--- src/rtl/storage_bist_wbm.sv ---
// storage_bist_wbm -- Wishbone master memory BIST.
//
// A run writes word_count words of a Galois LFSR pattern to consecutive
// word addresses starting at BASE_ADR. It then reloads the seed and reads
// the same words back. Each read is compared against the regenerated
// pattern. The run stops at the first mismatch, which is recorded in
// fail_adr/fail_data.
//
// Optional feature: define STORAGE_BIST_TIMEOUT_EN to compile in a
// per-transfer watchdog. A transfer with no ack for TIMEOUT cycles aborts
// the run with timeout=1. Without the macro the master waits forever for
// ack, and timeout is tied low.
//
// Ports
//   wb_clk_i, wb_rst_i       clock, asynchronous active-low reset
//   start                    single-cycle request to begin a run (ignored while busy)
//   word_count[8:0], seed    run parameters, sampled on an accepted start
//   busy, done               run in progress / one-cycle end-of-run pulse
//   pass, timeout            result of the last run
//   fail_adr, fail_data      address and data of the first mismatch (data 0 on timeout)
//   wbm_*                    Wishbone classic master port
module storage_bist_wbm #(
  parameter logic [31:0] BASE_ADR = 32'h0100_0000,
  parameter int unsigned TIMEOUT  = 255
) (
  input  logic        wb_clk_i,
  input  logic        wb_rst_i,
  input  logic        start,
  input  logic [8:0]  word_count,
  input  logic [31:0] seed,
  output logic        busy,
  output logic        done,
  output logic        pass,
  output logic [31:0] fail_adr,
  output logic [31:0] fail_data,
  output logic        timeout,
  output logic        wbm_cyc_o,
  output logic        wbm_stb_o,
  output logic        wbm_we_o,
  output logic [31:0] wbm_adr_o,
  output logic [31:0] wbm_dat_o,
  output logic [3:0]  wbm_sel_o,
  input  logic        wbm_ack_i,
  input  logic [31:0] wbm_dat_i
);

  localparam logic [31:0] LFSR_TAPS = 32'h8020_0003;

  typedef enum logic [2:0] {
    IDLE   = 3'd0,
    WR_REQ = 3'd1,
    WR_GAP = 3'd2,
    RD_REQ = 3'd3,
    RD_GAP = 3'd4,
    FIN    = 3'd5
  } state_t;

  state_t      state_q, state_d;
  logic        cyc_q, cyc_d;
  logic        we_q, we_d;
  logic [31:0] adr_q, adr_d;
  logic [31:0] dat_q, dat_d;
  logic [3:0]  sel_q, sel_d;
  logic        busy_q, busy_d;
  logic        done_q, done_d;
  logic        pass_q, pass_d;
  logic        tmo_q, tmo_d;
  logic [31:0] fail_adr_q, fail_adr_d;
  logic [31:0] fail_data_q, fail_data_d;
  logic [31:0] lfsr_q, lfsr_d;
  logic [31:0] seed_q, seed_d;
  logic [8:0]  idx_q, idx_d;
  logic [8:0]  cnt_q, cnt_d;

  logic [31:0] seed_eff;
  logic        ack_ok;
  logic        in_req;

  // One right-shift Galois step. The output bit feeds back into the tap
  // positions.
  function automatic logic [31:0] lfsr_step(input logic [31:0] v);
    return (v >> 1) ^ (v[0] ? LFSR_TAPS : 32'h0000_0000);
  endfunction

  // Byte address of word k. The add wraps modulo 2^32.
  function automatic logic [31:0] word_adr(input logic [8:0] k);
    return BASE_ADR + {21'd0, k, 2'b00};
  endfunction

  // An all-zero LFSR would lock up, so a zero seed becomes 1.
  assign seed_eff = (seed == 32'h0000_0000) ? 32'h0000_0001 : seed;

  // Acks are only meaningful while this master owns the bus.
  assign ack_ok = wbm_ack_i & cyc_q;
  assign in_req = (state_q == WR_REQ) || (state_q == RD_REQ);

`ifdef STORAGE_BIST_TIMEOUT_EN
  logic [31:0] wdog_q, wdog_d;
  logic        wdog_expired;

  // The counter counts request cycles without an ack. It returns to zero
  // outside the request states, so every transfer starts from zero.
  always_comb begin
    wdog_d = '0;
    if (in_req && !ack_ok) begin
      wdog_d = wdog_q + 32'd1;
    end
  end

  always_ff @(posedge wb_clk_i or negedge wb_rst_i) begin
    if (!wb_rst_i) begin
      wdog_q <= '0;
    end else begin
      wdog_q <= wdog_d;
    end
  end

  // This is the TIMEOUT-th request cycle with no ack.
  assign wdog_expired = (wdog_q >= (32'(TIMEOUT) - 32'd1));
`else
  logic        wdog_expired;
  logic [31:0] unused_timeout;

  assign wdog_expired   = 1'b0;
  // TIMEOUT only matters when the watchdog is compiled in.
  assign unused_timeout = 32'(TIMEOUT);
`endif

  always_comb begin
    state_d     = state_q;
    cyc_d       = cyc_q;
    we_d        = we_q;
    adr_d       = adr_q;
    dat_d       = dat_q;
    sel_d       = sel_q;
    busy_d      = busy_q;
    done_d      = 1'b0;
    pass_d      = pass_q;
    tmo_d       = tmo_q;
    fail_adr_d  = fail_adr_q;
    fail_data_d = fail_data_q;
    lfsr_d      = lfsr_q;
    seed_d      = seed_q;
    idx_d       = idx_q;
    cnt_d       = cnt_q;

    case (state_q)
      IDLE: begin
        if (start) begin
          busy_d      = 1'b1;
          pass_d      = 1'b0;
          tmo_d       = 1'b0;
          fail_adr_d  = '0;
          fail_data_d = '0;
          seed_d      = seed_eff;
          lfsr_d      = seed_eff;
          cnt_d       = word_count;
          idx_d       = '0;
          if (word_count == 9'd0) begin
            // An empty run passes trivially and never touches the bus.
            pass_d  = 1'b1;
            state_d = FIN;
          end else begin
            cyc_d   = 1'b1;
            we_d    = 1'b1;
            sel_d   = 4'hF;
            adr_d   = BASE_ADR;
            dat_d   = seed_eff;
            state_d = WR_REQ;
          end
        end
      end

      WR_REQ: begin
        if (ack_ok) begin
          cyc_d   = 1'b0;
          lfsr_d  = lfsr_step(lfsr_q);
          idx_d   = idx_q + 9'd1;
          state_d = WR_GAP;
        end
      end

      WR_GAP: begin
        cyc_d = 1'b1;
        sel_d = 4'hF;
        if (idx_q == cnt_q) begin
          // All words are written. Restart the pattern for the read pass.
          lfsr_d  = seed_q;
          idx_d   = '0;
          we_d    = 1'b0;
          adr_d   = BASE_ADR;
          state_d = RD_REQ;
        end else begin
          adr_d   = word_adr(idx_q);
          dat_d   = lfsr_q;
          state_d = WR_REQ;
        end
      end

      RD_REQ: begin
        if (ack_ok) begin
          cyc_d = 1'b0;
          if (wbm_dat_i != lfsr_q) begin
            fail_adr_d  = adr_q;
            fail_data_d = wbm_dat_i;
            pass_d      = 1'b0;
            state_d     = FIN;
          end else if ((idx_q + 9'd1) == cnt_q) begin
            pass_d  = 1'b1;
            state_d = FIN;
          end else begin
            lfsr_d  = lfsr_step(lfsr_q);
            idx_d   = idx_q + 9'd1;
            state_d = RD_GAP;
          end
        end
      end

      RD_GAP: begin
        cyc_d   = 1'b1;
        adr_d   = word_adr(idx_q);
        state_d = RD_REQ;
      end

      FIN: begin
        done_d  = 1'b1;
        busy_d  = 1'b0;
        state_d = IDLE;
      end

      default: begin
        state_d = IDLE;
      end
    endcase

    // A watchdog abort overrides whatever the request state chose above.
    if (in_req && !ack_ok && wdog_expired) begin
      cyc_d       = 1'b0;
      tmo_d       = 1'b1;
      pass_d      = 1'b0;
      fail_adr_d  = adr_q;
      fail_data_d = '0;
      state_d     = FIN;
    end
  end

  always_ff @(posedge wb_clk_i or negedge wb_rst_i) begin
    if (!wb_rst_i) begin
      state_q     <= IDLE;
      cyc_q       <= 1'b0;
      we_q        <= 1'b0;
      adr_q       <= '0;
      dat_q       <= '0;
      sel_q       <= '0;
      busy_q      <= 1'b0;
      done_q      <= 1'b0;
      pass_q      <= 1'b0;
      tmo_q       <= 1'b0;
      fail_adr_q  <= '0;
      fail_data_q <= '0;
      lfsr_q      <= '0;
      seed_q      <= '0;
      idx_q       <= '0;
      cnt_q       <= '0;
    end else begin
      state_q     <= state_d;
      cyc_q       <= cyc_d;
      we_q        <= we_d;
      adr_q       <= adr_d;
      dat_q       <= dat_d;
      sel_q       <= sel_d;
      busy_q      <= busy_d;
      done_q      <= done_d;
      pass_q      <= pass_d;
      tmo_q       <= tmo_d;
      fail_adr_q  <= fail_adr_d;
      fail_data_q <= fail_data_d;
      lfsr_q      <= lfsr_d;
      seed_q      <= seed_d;
      idx_q       <= idx_d;
      cnt_q       <= cnt_d;
    end
  end

  // Classic single transfers: strobe always equals cycle.
  assign wbm_cyc_o = cyc_q;
  assign wbm_stb_o = cyc_q;
  assign wbm_we_o  = we_q;
  assign wbm_adr_o = adr_q;
  assign wbm_dat_o = dat_q;
  assign wbm_sel_o = sel_q;
  assign busy      = busy_q;
  assign done      = done_q;
  assign pass      = pass_q;
  assign timeout   = tmo_q;
  assign fail_adr  = fail_adr_q;
  assign fail_data = fail_data_q;

endmodule

--- config.mk ---
export PLATFORM = sky130hd
export DESIGN_NAME = storage_bist_wbm
export DESIGN_NICKNAME = d
export VERILOG_FILES = /design/src/rtl/storage_bist_wbm.sv
export SDC_FILE = /design/constraint.sdc
export NUM_CORES = 1
export LEC_CHECK = 0
export BUFFER_PORTS_ARGS = -buffer_cell sky130_fd_sc_hd__buf_2
export CELL_PAD_IN_SITES_DETAIL_PLACEMENT = 2
export CELL_PAD_IN_SITES_GLOBAL_PLACEMENT = 2
export CORE_AREA = 2 2 161 163
export CTS_CLUSTER_DIAMETER = 200
export DETAILED_ROUTE_END_ITERATION = 10
export DIE_AREA = 0 0 163 165
export PLACE_DENSITY = 0.93
export SLEW_MARGIN = 20
export SYNTH_ARGS = -nofsm -noshare
export SYNTH_HDL_FRONTEND = slang
export SYNTH_SLANG_ARGS = --single-unit
--- constraint.sdc ---
create_clock -name wb_clk_i -period 4.22 [get_ports wb_clk_i]
set_clock_uncertainty 0.1 [all_clocks]
set_input_delay 0.422 -clock wb_clk_i [delete_from_list [all_inputs] [get_ports wb_clk_i]]
set_output_delay 0.422 -clock wb_clk_i [all_outputs]
set_load 0.1 [all_outputs]
==> results of run 1 <==
==> cells in the mapped netlist (2+ instances only) <==
cell / number / area, µm²
nand3_1: 9 / 45.0
mux2_2: 45 / 507
buf_1: 7 / 26.3
mux2i_1: 32 / 320
dfrtp_1: 175 / 4380
or2_2: 4 / 25.0
buf_2: 5 / 25.0
a22oi_1: 29 / 218
nand2b_1: 5 / 31.3
nor4_1: 21 / 131
and2_1: 7 / 43.8
o211ai_1: 5 / 37.5
o41ai_1: 2 / 17.5
a21oi_1: 74 / 370
o21ai_2: 20 / 175
xnor2_1: 9 / 78.8
nand4_1: 6 / 37.5
nor2_1: 79 / 297
nand2_1: 14 / 52.6
xor2_1: 40 / 350
nor3_1: 8 / 40.0
buf_4: 51 / 383
o31ai_1: 3 / 22.5
o22a_1: 2 / 17.5
a22o_1: 52 / 455
clkbuf_1: 43 / 161
o21ai_0: 54 / 270
o21bai_1: 2 / 15.0
o22ai_1: 3 / 18.8
inv_1: 7 / 26.3
a211o_1: 2 / 17.5
buf_12: 3 / 60.1
and3_1: 3 / 18.8
or3_1: 4 / 25.0
==> cells by family (layout without fill, tap and decap cells) <==
| family | count (synthesis) | after routing |
|---|---|---|
| compound gates | 256 | 256 |
| flops | 175 | 175 |
| simple gates | 167 | 167 |
| buf+inv | 118 | 222 |
| mux | 77 | 77 |
| xor+xnor | 49 | 49 |
| fa+ha+maj | 1 | 1 |
| other cells | 1 | 47 |
==> layout make-up <==
cell class | count | area, µm² | share of cell area
diodes | 2 | 5.00 | 0.000482
clock buffers | 21 | 470 | 0.0453
clock inverters | 10 | 81.3 | 0.00783
inverters | 7 | 26.3 | 0.00253
multi-input cells | 595 | 4020 | 0.387
flip-flops and latches | 175 | 4380 | 0.422
well taps | 330 | 413 | 0.0397
repair buffers | 184 | 995 | 0.0957
==> per-layer routing <==
metal	track usage	wire length (µm)	vias up
li1	-	-	3225
met1	0.339	14500	3990
met2	0.433	17200	380
met3	0.0603	2300	95
met4	0.114	1450	0
met5	0	0	-
==> stage by stage <==
step | instances | hold slack (ns) | setup WS (ns) | utilization
4_1_cts | 1321 | 0.0499 | 0.765 | 0.414
6_report | 1324 | 0.00791 | 0.767 | 0.415
3_3_place_gp | 1290 | 0.378 | 1.07 | 0.392
5_1_grt | 1323 | 0.0718 | 0.635 | 0.415
3_5_place_dp | 1290 | 0.377 | 0.859 | 0.392
2_1_floorplan | 888 | 0.0264 | 1.56 | -
==> state kept, by name, indices dropped and copies added (netlist names) <==
signal and cells:
fail_adr 10, pass 1, fail_data 32, wbm_we_o 1, state_q 3, wbm_dat_o 32
cnt_q 9, seed_q 32, wbm_cyc_o 1, wbm_sel_o 1, wbm_adr_o 10, done 1
busy 1, lfsr_q 32, idx_q 9
==> critical path: stages (launching register included) <==
cell	delay, ns
dfrtp_1	0.53
ha_1	0.39
nand4b_4	0.16
a2111oi_4	0.41
o211ai_1	0.14
or4_4	0.47
o211ai_4	0.20
or2_4	0.59
o21ai_0	0.29
==> path summary, 6_finish.rpt <==
| check | slack (ns) | to | from | cells past startpoint |
|---|---|---|---|---|
| max reg2reg | 0.77 | lfsr_q[9] | idx_q[0] | 8 |
| min reg2reg | 0.39 | fail_data[13] | fail_data[13] | 1 |
| max in group asynchronous | 3.10 | wbm_adr_o[24] | wb_rst_i | 2 |
| min | 0.008 | cnt_q[0] | wb_rst_i | 1 |
| min in group wb_clk_i | 0.13 | fail_data[20] | wbm_dat_i[20] | 2 |
| max | 0.77 | lfsr_q[9] | idx_q[0] | 8 |
==> metrics.md, run 1 <==
| Metric | Value |
|---|---|
| Clock sink total | 175 |
| Total Wirelength | 35.5 mm |
| Distinct cells, synth | 53 |
| Clock Path Buffers | 2 |
| Post-CTS Resized | 0 |
| CP Max Fanout | 38 |
| Largest net degree at the start of global routing | 97 |
| Cells after synthesis | 844 |
| Die H | 165 µm |
| CP Launch Type | flip-flop |
| Die area | 26900 µm² |
| Max Clock Freq | 0.290 GHz |
| Design Area, Final | 10400 µm² |
| Post-Synth Simple-Gate Area | 0.0925 |
| Global route total overflow | 0 |
| CP arrival | 3.62 ns |
| IO Pins | 216 |
| Syn-to-layout area delta | 16.7% |
| Sequential share of the synthesized area | 0.492 |
| Fraction of layout cells with a size suffix above 1 | 0.297 |
| Vias in the first global route | 8351 |
| Via count | 7690 |
| Final Hold Vio Count | 0 |
| Final Critical Period | 3.45 ns |
| RePlAce Congestion | 0.882 |
| Cell area after synthesis | 8900 µm² |
| Htree depth | 4 |
| Syn Area/Cell | 10.5 µm² |
| Crit. End Element | flip-flop |
| # port buffers | 170 |
| First-pass GRT wire length | 53.5 mm |
| Most frequent cells in the layout | dfrtp_1 (174), buf_2 (169), nor2_1 (78) |
| Root buffer cell | clkbuf_16 |
| Synth Flop Type | dfrtp_1 |
| Yosys reg bits | 175 |
| Largest family of logic cells by synthesized area | compound AO/OA/AOI/OAI gates |
| Fill count | 2663 |
| Setup bufs post-CTS | 0 |
| Post-CTS Hold Fix Bufs | 0 |
| XOR/XNOR share of the synthesized area | 0.0482 |
| Vias/cell | 5.81 |
| CTS tree | done |
| HP Class | in -> async |
| Compound-gate portion of the synthesized area | 0.194 |
| Critical Path RT | 4.39 ns |
| FFs w/ async S/R, synth | 1.00 |
| Commonest non-fill, non-tap cell in the layout | dfrtp_1 |
| CP Class | reg -> reg |
| Starting Density | 0.356 |
| Status | finished clean |
| CORE AREA | 25000 µm² |
| Worst Max-Slew Pin Slew | 0.950 ns |
| Adder-Cell Fraction of Synth Area | 0.00141 |
| Total track usage | 0.265 |
| Die Wd | 163 µm |
| Final Cycle Share | 0.818 |
| Headroom to the max-slew limit | 0.367 |
| Final net count | 1058 |
| TNS Setup | 0 ns |
| Clk pin slew, worst setup/hold paths | 0.07 ns |
| Drt first pass iters | 5 |
| Cell Area, Placed | 9810 µm² |
| Worst skew pair latency | 0.45 ns |
| DP HPWL | 23.1 mm |
| Mux cell area share after synthesis | 0.0929 |
| Max Cap Violations | 0 |
| WL/cell | 26.8 µm |
| Initial antenna violation count | 1 |
| EDFF count, synth | 0 |
| Std-Cell Rows | 58 |
| RSZ-0062 raised after global routing | false |
| Drt first-iter violations | 719 |
| Routed Antenna Nets | 0 |
| Final Max Tran Viols | 0 |
| # setup viols final | 0 |
| Synth warn | 0 |
| DRC violations left | 0 |
| Total CTS buffers | 17 |
Power of run 1 is not shown: default switching activity piles up to over one toggle a cycle in this logic, so the estimate is an artifact.
==> inputs of run 2 (changes only) <==
--- a/config.mk
+++ b/config.mk
@@ -8,11 +8,11 @@
 export BUFFER_PORTS_ARGS = -buffer_cell sky130_fd_sc_hd__buf_2
 export CELL_PAD_IN_SITES_DETAIL_PLACEMENT = 2
 export CELL_PAD_IN_SITES_GLOBAL_PLACEMENT = 2
-export CORE_AREA = 2 2 161 163
+export CORE_AREA = 2 2 165 167
 export CTS_CLUSTER_DIAMETER = 200
 export DETAILED_ROUTE_END_ITERATION = 10
-export DIE_AREA = 0 0 163 165
-export PLACE_DENSITY = 0.93
+export DIE_AREA = 0 0 167 169
+export PLACE_DENSITY = 0.89
 export SLEW_MARGIN = 20
 export SYNTH_ARGS = -nofsm -noshare
 export SYNTH_HDL_FRONTEND = slang
==> constraint.sdc (replaced) <==
create_clock -name wb_clk_i -period 3.24 [get_ports wb_clk_i]
set_clock_uncertainty 0.1 [all_clocks]
set_input_delay 0.324 -clock wb_clk_i [delete_from_list [all_inputs] [get_ports wb_clk_i]]
set_output_delay 0.324 -clock wb_clk_i [all_outputs]
set_load 0.1 [all_outputs]
==> run 2 against run 1 <==
Maximum frequency rose by 10%; worst hold slack improved by 0.025 ns; die area rose by 4.9%; cell area rose by 2.1%; first-iteration DRC count fell by 25%; flip-flop and latch count did not move; critical path depth did not move; sequential share of layout area fell by 0.85 points; critical path type unchanged; critical endpoint is now lfsr_q[31].
==> metrics.md, run 2 (same netlist as run 1, synthesis figures left out) <==
| Metric | Value |
|---|---|
| WL/cell | 25.4 µm (was 26.8 µm) |
| First-pass GRT wire length | 51.3 mm (was 53.5 mm) |
| HP Class | in -> reg (was in -> async) |
| Largest net degree at the start of global routing | 65 (was 97) |
| Final Hold Vio Count | 0 (unchanged) |
| Global route total overflow | 0 (unchanged) |
| Critical Path RT | 3.45 ns (was 4.39 ns) |
| Die Wd | 167 µm (was 163 µm) |
| Worst skew pair latency | 0.45 ns (about the same) |
| Crit. End Element | flip-flop (unchanged) |
| Final net count | 1068 (was 1058) |
| Die area | 28200 µm² (was 26900 µm²) |
| Vias/cell | 5.61 (was 5.81) |
| Fill count | 2824 (was 2663) |
| Clock sink total | 175 (unchanged) |
| Drt first-iter violations | 540 (was 719) |
| CP Max Fanout | 25 (was 38) |
| Total Wirelength | 34.3 mm (was 35.5 mm) |
| Root buffer cell | clkbuf_16 (unchanged) |
| Die H | 169 µm (was 165 µm) |
| Clk pin slew, worst setup/hold paths | 0.07 ns (about the same) |
| CTS tree | done (unchanged) |
| Critical Path, Cell by Cell | xor2_1 -> nor4_1 -> nand4_1 -> o21bai_1 -> o211ai_4 -> buf_4 -> o21ai_0 -> o21ai_2 (was ha_1 -> nand4b_4 -> a2111oi_4 -> o211ai_1 -> or4_4 -> o211ai_4 -> or2_4 -> o21ai_0) |
| Std-Cell Rows | 60 (was 58) |
| Total track usage | 0.237 (was 0.265) |
| Worst Max-Slew Pin Slew | 0.717 ns (was 0.950 ns) |
| # setup viols final | 0 (unchanged) |
| Syn-to-layout area delta | 19.1% (was 16.7%) |
| CP arrival | 3.35 ns (was 3.62 ns) |
| Final Critical Period | 3.14 ns (was 3.45 ns) |
| CP Launch Type | flip-flop (unchanged) |
| Final Max Tran Viols | 0 (unchanged) |
| IO Pins | 216 (unchanged) |
| Clock Path Buffers | 2 (unchanged) |
| TNS Setup | 0 ns (unchanged) |
| Commonest non-fill, non-tap cell in the layout | dfrtp_1 (unchanged) |
| CP Class | reg -> reg (unchanged) |
| Via count | 7557 (was 7690) |
| # port buffers | 170 (unchanged) |
| Most frequent cells in the layout | dfrtp_1 (173), buf_2 (169), nor2_1 (78) (was dfrtp_1 (174), buf_2 (169), nor2_1 (78)) |
| Slowest CP cell | nor4_1 (was or2_4) |
| Routed Antenna Nets | 0 (unchanged) |
| Max Clock Freq | 0.318 GHz (was 0.290 GHz) |
| Reg2Reg Setup Slack | 0.1 ns (was 0.77 ns) |
| Htree depth | 4 (unchanged) |
| RePlAce Congestion | 0.857 (was 0.882) |
| Headroom to the max-slew limit | 0.522 (was 0.367) |
| RSZ-0062 raised after global routing | false (unchanged) |
| DRC violations left | 0 (unchanged) |
| Starting Density | 0.336 (was 0.356) |
| Initial antenna violation count | 4 (was 1) |
| CORE AREA | 26500 µm² (was 25000 µm²) |
| Setup bufs post-CTS | 0 (unchanged) |
| Final Cycle Share | 0.969 (was 0.818) |
| Max Cap Violations | 0 (unchanged) |
| Total CTS buffers | 17 (unchanged) |
| Vias in the first global route | 8257 (was 8351) |
| Fraction of layout cells with a size suffix above 1 | 0.304 (was 0.297) |
| Drt first pass iters | 5 (unchanged) |
| DP HPWL | 23.0 mm (was 23.1 mm) |
| Status | finished clean (unchanged) |
| Max incr delay on CP | 0.62 ns (was 0.59 ns) |
## run 2: cell type report
cell class	count	area, µm²	share of cell area
Antenna cell	3	7.51	0.000708
Clock inverter	9	133	0.0125
Multi-Input combinational cell	595	4020	0.379
Clock buffer	23	478	0.0451
Inverter	7	26.3	0.00248
Tap cell	341	427	0.0402
Timing Repair Buffer	194	1130	0.107
Sequential cell	175	4380	0.413
## run 2: final timing paths
check,from,endpoint,depth (start not counted)
max,lfsr_q[23],lfsr_q[31],8
min,word_count[7],cnt_q[7],2
max reg2reg,lfsr_q[23],lfsr_q[31],8
min reg2reg,wbm_adr_o[24],wbm_adr_o[24],1
max in group asynchronous,wb_rst_i,lfsr_q[23],3
min in group asynchronous,wb_rst_i,fail_adr[8],2
## run 2: what timing repair did
action                                  CTS  global route
hold buffers                              1             0
hold endpoints to repair                 61             0
gates resized for setup                   1             1
endpoints found under the setup margin    1            33
pin swaps                                 0             0
cloned                                    0             1
## run 2: layer usage
metal / vias to the layer above / global-route usage / wire length (µm)
met3: 63 / 0.0426 / 1980
met2: 301 / 0.409 / 17200
met1: 3946 / 0.302 / 14100
met4: 4 / 0.0757 / 902
li1: 3243 / - / -
met5: - / 0 / 22
## run 2: metrics by stage
| stage | hold slack (ns) | setup slack (ns) | utilization | area (µm²) | std cells |
|---|---|---|---|---|---|
| after floorplan | -0.0716 | 0.580 | - | 9070 | 888 |
| after global placement | 0.271 | 0.264 | 0.375 | 9930 | 1309 |
| after detailed placement | 0.275 | 0.0402 | 0.375 | 9930 | 1309 |
| after CTS | 0.0253 | 0.0506 | 0.398 | 10600 | 1342 |
| after global routing | 0.0404 | 0.0373 | 0.400 | 10600 | 1347 |
| final | 0.0330 | 0.0998 | 0.400 | 10600 | 1347 |
## run 2: worst max-delay path, delay by kind of cell (launching register included)
kind / cells / cell delay, ns
AOI/OAI and AO/OA: 4 / 1.14
xor gates and xnor gates: 1 / 0.19
and+or+nand+nor: 2 / 0.87
buffers and inverters: 1 / 0.26
DFF: 1 / 0.43
Power of run 2 is left out for the same reason.
==> inputs of run 3 (changes only) <==
--- a/config.mk
+++ b/config.mk
@@ -5,13 +5,14 @@
 export SDC_FILE = /design/constraint.sdc
 export NUM_CORES = 1
 export LEC_CHECK = 0
+export ABC_AREA = 1
 export BUFFER_PORTS_ARGS = -buffer_cell sky130_fd_sc_hd__buf_2
 export CELL_PAD_IN_SITES_DETAIL_PLACEMENT = 2
 export CELL_PAD_IN_SITES_GLOBAL_PLACEMENT = 2
-export CORE_AREA = 2 2 165 167
+export CORE_AREA = 2 2 174 176
 export CTS_CLUSTER_DIAMETER = 200
 export DETAILED_ROUTE_END_ITERATION = 10
-export DIE_AREA = 0 0 167 169
+export DIE_AREA = 0 0 176 178
 export PLACE_DENSITY = 0.89
 export SLEW_MARGIN = 20
 export SYNTH_ARGS = -nofsm -noshare
==> run 3 against run 2 <==
Critical path type unchanged; cell area increased by 0.19%; setup slack improved by 0.24 ns; critical endpoint is now seed_q[3]; via count increased by 11%; core utilization shrank 3.9 points; flip-flop and latch count unchanged; largest cell class unchanged; first-iteration DRC count is 32% lower.
==> metrics.md, run 3 <==
| Metric | Value |
|---|---|
| Status | finished clean (unchanged) |
| Via count | 8394 (was 7557) |
| Worst r2r src | state_q[2] (was lfsr_q[23]) |
| Distinct cells, synth | 36 (was 53) |
| Final Critical Period | 2.90 ns (was 3.14 ns) |
| Cells after synthesis | 1142 (was 844) |
| Clk pin slew, worst setup/hold paths | 0.08 ns (was 0.07 ns) |
| Top cell type's share of synthesized area | 0.487 (was 0.492) |
| CP Class | reg -> reg (unchanged) |
| Commonest non-fill, non-tap cell in the layout | nand2_1 (was dfrtp_1) |
| Die Wd | 176 µm (was 167 µm) |
| Total CTS buffers | 17 (unchanged) |
| CORE AREA | 29400 µm² (was 26500 µm²) |
| Std-Cell Rows | 63 (was 60) |
| First-pass GRT wire length | 52.8 mm (was 51.3 mm) |
| Starting Density | 0.306 (was 0.336) |
| # setup viols final | 0 (unchanged) |
| CP Max Fanout | 29 (was 25) |
| EDFF count, synth | 0 (unchanged) |
| Drt first-iter violations | 368 (was 540) |
| Clock Path Buffers | 2 (unchanged) |
| Die area | 31300 µm² (was 28200 µm²) |
| Reg2Reg Setup Slack | 0.34 ns (was 0.1 ns) |
| Htree depth | 4 (unchanged) |
| RSZ-0062 raised after global routing | false (unchanged) |
| Largest net degree at the start of global routing | 65 (unchanged) |
| # port buffers | 170 (unchanged) |
| DP HPWL | 23.2 mm (was 23.0 mm) |
| Syn Area/Cell | 7.88 µm² (was 10.5 µm²) |
| Yosys reg bits | 175 (unchanged) |
| Total Wirelength | 33.6 mm (was 34.3 mm) |
| Worst Max-Slew Pin Slew | 1.01 ns (was 0.717 ns) |
| Synth warn | 0 (unchanged) |
| WL/cell | 19.8 µm (was 25.4 µm) |
| Fraction of layout cells with a size suffix above 1 | 0.187 (was 0.304) |
| Global route total overflow | 0 (unchanged) |
| Reg2reg path depth | 7 (was 8) |
| Synth Flop Type | dfrtp_1 (unchanged) |
| Die H | 178 µm (was 169 µm) |
| Final core utilization | 0.361 (was 0.400) |
| Synth top cells by count | nand2_1 (412), dfrtp_1 (175), o21ai_0 (108) (was dfrtp_1 (175), nor2_1 (79), a21oi_1 (74)) |
| Clock sink total | 175 (unchanged) |
| Final Max Tran Viols | 0 (unchanged) |
| Final Cycle Share | 0.896 (was 0.969) |
| FFs w/ async S/R, synth | 1.00 (unchanged) |
| Final Hold Vio Count | 0 (unchanged) |
| Routed Antenna Nets | 0 (unchanged) |
| Crit. End Element | flip-flop (unchanged) |
| Critical Path RT | 3.43 ns (was 3.45 ns) |
| Headroom to the max-slew limit | 0.322 (was 0.522) |
| Count leader, synth | nand2_1 (was dfrtp_1) |
| Max Cap Violations | 0 (unchanged) |
| Final net count | 1367 (was 1068) |
| Sequential share of the synthesized area | 0.487 (was 0.492) |
| DRC violations left | 0 (unchanged) |
| HP Class | in -> reg (unchanged) |
| Top post-synthesis cells by area | dfrtp_1 (49%), nand2_1 (17%), o21ai_0 (6.0%) (was dfrtp_1 (49%), mux2_2 (5.7%), a22o_1 (5.1%)) |
| Vias in the first global route | 9111 (was 8257) |
| CTS tree | done (unchanged) |
| Vias/cell | 4.96 (was 5.61) |
| Total track usage | 0.218 (was 0.237) |
| Drt first pass iters | 5 (unchanged) |
| Hold Crit Depth | 3 (was 2) |
| Worst reg2reg endpoint | seed_q[3] (was lfsr_q[31]) |
| Cell area after synthesis | 9000 µm² (was 8900 µm²) |
| Initial antenna violation count | 4 (unchanged) |
| Hold_sp | word_count[2] (was word_count[7]) |
| Max Clock Freq | 0.345 GHz (was 0.318 GHz) |
| TNS Setup | 0 ns (unchanged) |
| Root buffer cell | clkbuf_16 (unchanged) |
| Syn-to-layout area delta | 18.1% (was 19.1%) |
| CP Launch Type | flip-flop (unchanged) |
| IO Pins | 216 (unchanged) |
| RePlAce Congestion | 0.810 (was 0.857) |
| Hold Path Sink | cnt_q[2] (was cnt_q[7]) |
| Biggest area consumer among synthesized cells | dfrtp_1 (unchanged) |
| CP arrival | 3.09 ns (was 3.35 ns) |
| Most frequent cells in the layout | nand2_1 (412), dfrtp_1 (175), buf_2 (169) (was dfrtp_1 (173), buf_2 (169), nor2_1 (78)) |
| Worst skew pair latency | 0.45 ns (about the same) |
[run 3: changes by cell type after synthesis, moves of 29 or more]
cell	previous run	this run
a21oi_1	74	34
a22o_1	52	1
a22oi_1	29	0
inv_1	7	79
mux2_2	45	0
mux2i_1	32	0
nand2_1	14	412
nor2_1	79	46
o21ai_0	54	108
o21ai_1	1	56
[run 3: critical path, cell delays in order, from the launching register on]
cell and delay [ns]:
dfrtp_1 0.45, nor2_1 0.17, inv_2 0.09, nor2_2 0.25, inv_1 0.15, nor2_4 0.12
clkinv_1 0.78, o21ai_0 0.65
[run 3: timing repair]
item,in CTS,in global routing
buffers inserted,0,0
hold buffers,1,0
gates resized for setup,0,0
hold endpoints to repair,54,0
[run 3: routing by layer]
layer | GRT usage | up-vias | routed length (µm)
met3 | 0.0450 | 59 | 1670
met1 | 0.283 | 4256 | 14900
met5 | 0 | - | 22
met2 | 0.362 | 232 | 16000
li1 | - | 3843 | -
met4 | 0.0744 | 4 | 926
[run 3: worst max-delay path by stage]
| stage | from | to | slack [ns] | cells after the start |
|---|---|---|---|---|
| 6_report | state_q[2] | seed_q[3] | 0.34 | 7 |
| 5_1_grt | state_q[2] | seed_q[3] | 0.06 | 7 |
| 4_1_cts | state_q[0] | wbm_adr_o[6] | 0.44 | 11 |
| 3_5_place_dp | state_q[0] | wbm_adr_o[6] | 0.50 | 11 |
| 3_3_place_gp | state_q[0] | wbm_adr_o[6] | 0.60 | 11 |
| 2_1_floorplan | wbm_cyc_o | wbm_adr_o[4] | 0.98 | 9 |
[run 3: final cells by class]
type | instances | area [µm²]
Clock buffer | 17 | 425
Fill cell | 3427 | 18800
Multi-Input combinational cell | 820 | 3790
Timing Repair Buffer | 188 | 1040
Antenna cell | 2 | 5.00
Inverter | 87 | 327
Clock inverter | 15 | 169
Tap cell | 390 | 488
Sequential cell | 175 | 4380
[run 3: logic make-up after synthesis]
logic type               after synthesis  share of synthesized area
buffers and inverters                191                      0.113
AND/OR/NAND/NOR                      505                      0.224
flip-flops                           175                      0.487
other                                  1                   0.000417
adder cells (fa/ha/maj)                1                    0.00139
AO/OA/AOI/OAI                        234                      0.141
XOR/XNOR                              35                     0.0341
[run 3: per-stage QoR]
stage          worst slack [ns]  hold slack, ns  std cells  instance area (µm²)
2_1_floorplan             0.983         -0.0716       1186                 9160
3_3_place_gp              0.601           0.238       1659                10000
3_5_place_dp              0.503           0.239       1659                10000
4_1_cts                   0.440         0.00836       1692                10600
5_1_grt                  0.0627          0.0156       1694                10600
6_report                  0.338          0.0199       1694                10600
Power of run 3 is left out for the same reason.
